===== config.mk =====
export PLATFORM = sky130hd
export DESIGN_NAME = stream_insertion_sorter
export DESIGN_NICKNAME = d
export VERILOG_FILES = /design/src/rtl/stream_insertion_sorter.sv
export SDC_FILE = /design/constraint.sdc
export NUM_CORES = 1
export LEC_CHECK = 0
export CORE_AREA = 5 5 116 107
export CTS_CLUSTER_SIZE = 20
export DETAILED_ROUTE_END_ITERATION = 10
export DIE_AREA = 0 0 121 112
export GPL_ROUTABILITY_DRIVEN = 0
export PLACE_DENSITY = 0.69
export SLEW_MARGIN = 20
export SYNTH_ARGS = -nofsm -noshare
export SYNTH_HDL_FRONTEND = slang
export SYNTH_SLANG_ARGS = --single-unit
export TNS_END_PERCENT = 5

===== constraint.sdc =====
create_clock -name clk -period 6.05 [get_ports clk]
set_input_delay 1.5125 -clock clk [delete_from_list [all_inputs] [get_ports clk]]
set_output_delay 1.5125 -clock clk [all_outputs]
set_load 0.01 [all_outputs]

===== src/rtl/stream_insertion_sorter.sv =====
// rtl/stream_insertion_sorter.sv - streaming insertion sorter: load one frame of keys, drain sorted (SORTER_DESCEND_EN selects largest-first)
module stream_insertion_sorter #(
    parameter int WIDTH = 8,
    parameter int DEPTH = 7,
    localparam int CNTW = $clog2(DEPTH + 1)
) (
    input  logic             clk,
    input  logic             rst,
    input  logic             in_valid,
    output logic             in_ready,
    input  logic [WIDTH-1:0] in_data,
    input  logic             in_last,
    output logic             out_valid,
    input  logic             out_ready,
    output logic [WIDTH-1:0] out_data,
    output logic             out_last,
    output logic [CNTW-1:0]  frame_len
);

    localparam logic [0:0] LOAD  = 1'b0;
    localparam logic [0:0] DRAIN = 1'b1;

    logic [0:0]       r_state;
    logic [CNTW-1:0]  r_cnt;
    logic [CNTW-1:0]  r_frame_len;
    logic [WIDTH-1:0] r_key [DEPTH];

    logic             w_ge    [DEPTH];
    logic [WIDTH-1:0] w_ins   [DEPTH];
    logic [WIDTH-1:0] w_shift [DEPTH];
    logic             w_accept;
    logic             w_pop;
    logic             w_close;

    assign in_ready  = (r_state == LOAD);
    assign out_valid = (r_state == DRAIN);
    assign out_data  = r_key[0];
    assign out_last  = (r_state == DRAIN) && (r_cnt == CNTW'(1));
    assign frame_len = r_frame_len;

    assign w_accept = in_valid && (r_state == LOAD);
    assign w_pop    = out_ready && (r_state == DRAIN);
    assign w_close  = in_last || (r_cnt == CNTW'(DEPTH - 1));

    // Mark every slot at or above the insert point; strict compare keeps equal keys in arrival order
    always_comb begin
        for (int i = 0; i < DEPTH; i++) begin
            w_ge[i] = 1'b0;
            if (CNTW'(i) < r_cnt) begin
`ifdef SORTER_DESCEND_EN
                w_ge[i] = (in_data > r_key[i]);
`else
                w_ge[i] = (in_data < r_key[i]);
`endif
            end else begin
                w_ge[i] = (CNTW'(i) == r_cnt);
            end
        end
    end

    // Next array contents for an insert: new key at the first marked slot, marked slots above it shift up
    always_comb begin
        w_ins[0] = w_ge[0] ? in_data : r_key[0];
        for (int i = 1; i < DEPTH; i++) begin
            if (!w_ge[i])
                w_ins[i] = r_key[i];
            else if (w_ge[i-1])
                w_ins[i] = r_key[i-1];
            else
                w_ins[i] = in_data;
        end
    end

    // Next array contents for a pop: everything moves one slot toward the head
    always_comb begin
        for (int i = 0; i < DEPTH - 1; i++)
            w_shift[i] = r_key[i+1];
        w_shift[DEPTH-1] = '0;
    end

    // State, occupancy, frame length and key storage
    always_ff @(posedge clk) begin
        if (rst) begin
            r_state     <= LOAD;
            r_cnt       <= '0;
            r_frame_len <= '0;
            for (int i = 0; i < DEPTH; i++)
                r_key[i] <= '0;
        end else if (w_accept) begin
            for (int i = 0; i < DEPTH; i++)
                r_key[i] <= w_ins[i];
            r_cnt <= r_cnt + CNTW'(1);
            if (w_close) begin
                r_state     <= DRAIN;
                r_frame_len <= r_cnt + CNTW'(1);
            end
        end else if (w_pop) begin
            for (int i = 0; i < DEPTH; i++)
                r_key[i] <= w_shift[i];
            r_cnt <= r_cnt - CNTW'(1);
            if (r_cnt == CNTW'(1)) begin
                r_state     <= LOAD;
                r_frame_len <= '0;
            end
        end
    end

endmodule


==> run metrics <==
area delta synth->final=15.23%; Final Instance Area=5254 µm²; leakage power figure=2.111 nW; cells along the critical path=clkdlybuf4s50_1 > ha_1 > or3_1 > a211oi_2 > o21ai_2 > and2_2 > o21ai_0; status=finished, final reports clean; most frequent cell after synthesis=inv_1; startpoint types=input pin; placed cells=between 600 and 700; Comb pwr share=a little under a quarter; Inserted Diodes=0; CTS buffer count=9; switching share of power=30.35%; Synth top cells by count=inv_1, ha_1, edfxtp_1; H-tree depth=3; reg-to-reg startpoint=r_cnt[1]$_SDFFE_PP0P_; antenna viol nets, final=0; worst hold path type=reg2reg; CTS tree=built; initial drt markers=274; total grt overflow=0; Cell Area, Placed=4928 µm²; family with the most delay on the worst path=compound AO/OA/AOI/OAI gates; Finish-stage setup viols=0; ys flop type=edfxtp_1; Synth area leader=edfxtp_1; Synth cell types=55; Net Sw Power=0.4439 mW; std cell rows=37; largest net degree at the start of global routing=32; Synth area leaders=edfxtp_1, ha_1, dfxtp_1; post-CTS sizing=0; P_int=approximately 1.0 mW; Rel. slew slack=27.50%; fraction of layout cells with a size suffix above 1=7.769%; Post-synth ARST share=0%; hold_ws=0.4951 ns; Yosys Warn Count=0; Core Area=roughly 11000 µm²; final core utilization=47.09%; post-detailed-routing wire length=11830 µm; EDFF count, synth=48; Worst-Margin Slew=roughly 1.1 ns; Setup crit end=r_key[4][3]$_DFFE_PP_; Mapped Avg Cell Area=9.538 µm²; Clock Pin Slew Worst Setup and Hold Paths=0.06 ns; power per cell area=278.4 nW/µm²; Highest Clock Rate=222.2 MHz; Port Buffers=26; Die H=112 µm; Total GRT Usage=17.88%; CTS Sinks=63; Die Width=~120 µm; Synth top area share=31.61%; crit end category=register; Max Cap Violations=0; worst skew pair latency=0.34 ns; CP Class=in2reg; final hold vios=0; Critical-path top delay cell=o21ai_0; post-synth design cell area=4559 µm²; clk buf depth=2; number of global-route vias before repair=3724; sequential share of power=38.3%; clock power share=roughly two fifths; CTS hold repair buffers=0; DRT Pass-1 Iters=5; #FFs+latches synth=63; WP data arrival=4.46 ns; final worst-path cycle share=74.37%; Final Instance Count excl. Fillers=between 600 and 700; worst reg2reg setup slack=around 3.1 ns; initial antenna violation count=0; Total Die Area=13550 µm²; final net count=between 500 and 600; Worst path max stage delay=a little over 0.8 ns; RSZ-0062 raised after global routing=no; CP Data Required Time=6.01 ns; I/O pin total=27; final worst path period need=4.499 ns; CP Buf/Inv Count=1; CP startpoint=in_data[7]; R2R Path End=r_key[4][3]$_DFFE_PP_; routed vias/inst=5.663; routed vias=3726; first-pass GRT wire length=19000 µm; Mapped Cells=approximately 480; R2R depth=6; mean routed wirelength per cell=17.98 µm; sequential cell area fraction in the yosys report=38.20%; Initial Util=40.87%; # Post-CTS Setup Buffers=0; detailed placement HPWL=8757 µm; Fin Setup TNS=0 ns; Slew Viols, Final=0; cell count along the critical path=7; clk_skew=0.007372 ns; post-synth net total=545; drt drc=0; Peak VDD IR=0.1386 mV; clock root cell=clkbuf_16; CP max FO=11
==> flip-flops by register name, indices dropped and copies added (netlist names) <==
| signal | flops |
|---|---|
| r_key | 56 |
| frame_len | 3 |
| r_cnt | 3 |
| out_valid | 1 |
==> power groups by stage <==
stage	Sequential, mW	Clock, mW	Combinational [mW]
global route	0.564	0.599	0.371
detailed placement	0.567	0	0.328
finish	0.560	0.571	0.332
floorplan	0.554	0	0.239
CTS	0.558	0.573	0.332
global placement	0.566	0	0.315
==> routing by layer <==
metal | global-route usage, % | part of all wire, % | vias to the layer above
met5 | 0 | 0 | -
met4 | 5.967 | 1.3 | 0
met3 | 4.317 | 7.1 | 14
met2 | 28.74 | 46 | 122
met1 | 23.57 | 45 | 1791
li1 | - | - | 1799
==> cells by family (layout without fill, tap and decap cells) <==
family / after synthesis / after routing / share of synthesized area, %
adder cells (fa/ha/maj): 54 / 54 / 14.82
XOR/XNOR: 3 / 3 / 0.5764
multiplexers: 29 / 29 / 6.394
AND/OR/NAND/NOR: 110 / 110 / 11.91
buffers and inverters: 81 / 105 / 7.656
AO/OA/AOI/OAI: 138 / 138 / 20.44
flip-flops: 63 / 63 / 38.20
==> cell type report <==
| class | instances | area [µm²] |
|---|---|---|
| Tap cell | 156 | 195.2 |
| Timing Repair Buffer | 33 | 312.8 |
| Clock buffer | 9 | 225.2 |
| Fill cell | 1061 | 5903 |
| Sequential cell | 63 | 1742 |
| Inverter | 56 | 210.2 |
| Multi-Input combinational cell | 334 | 2472 |
| Clock inverter | 7 | 96.34 |
==> per-stage QoR <==
| stage | power [mW] | setup WS [ns] |
|---|---|---|
| after CTS | 1.464 | 1.505 |
| after floorplan | 0.7931 | 2.285 |
| after detailed placement | 0.8948 | 1.164 |
| final | 1.463 | 1.551 |
| after global placement | 0.8810 | 1.264 |
| after global routing | 1.534 | 1.412 |
==> tightest hold or removal path, stage by stage, from the launching register on <==
cell	delay [ns]
dfxtp_1	0.32
mux2i_1	0.06
nor2_1	0.07
==> placed cells by master, fill, tap and decap left out, types with 4 or more instances in the layout <==
| master | count |
|---|---|
| dfxtp_1 | 15 |
| nor2_1 | 18 |
| a21oi_1 | 29 |
| o211ai_1 | 10 |
| clkbuf_16 | 9 |
| o32ai_1 | 7 |
| o21ai_0 | 40 |
| o221ai_1 | 7 |
| mux2i_1 | 28 |
| edfxtp_1 | 48 |
| ha_1 | 54 |
| nor3_1 | 5 |
| a21o_1 | 4 |
| a221o_1 | 10 |
| inv_1 | 56 |
| and3b_1 | 6 |
| nand3_1 | 17 |
| buf_4 | 7 |
| nand2b_1 | 7 |
| nand2_1 | 40 |
| clkdlybuf4s50_1 | 26 |
==> worst min-delay path by stage <==
stage                                         start  cells after the start  slack [ns]                   endpoint
after floorplan            r_key[6][5]$_SDFFE_PP0P_                      2        0.52   r_key[6][5]$_SDFFE_PP0P_
after global placement    frame_len[1]$_SDFFE_PP0P_                      2        0.48  frame_len[1]$_SDFFE_PP0P_
after detailed placement  frame_len[1]$_SDFFE_PP0P_                      2        0.49  frame_len[1]$_SDFFE_PP0P_
after CTS                 frame_len[1]$_SDFFE_PP0P_                      2        0.50  frame_len[1]$_SDFFE_PP0P_
after global routing      frame_len[0]$_SDFFE_PP0P_                      2        0.54  frame_len[0]$_SDFFE_PP0P_
final                     frame_len[1]$_SDFFE_PP0P_                      2        0.50  frame_len[1]$_SDFFE_PP0P_
No activity file was read; power rests on OpenSTA's default activity.
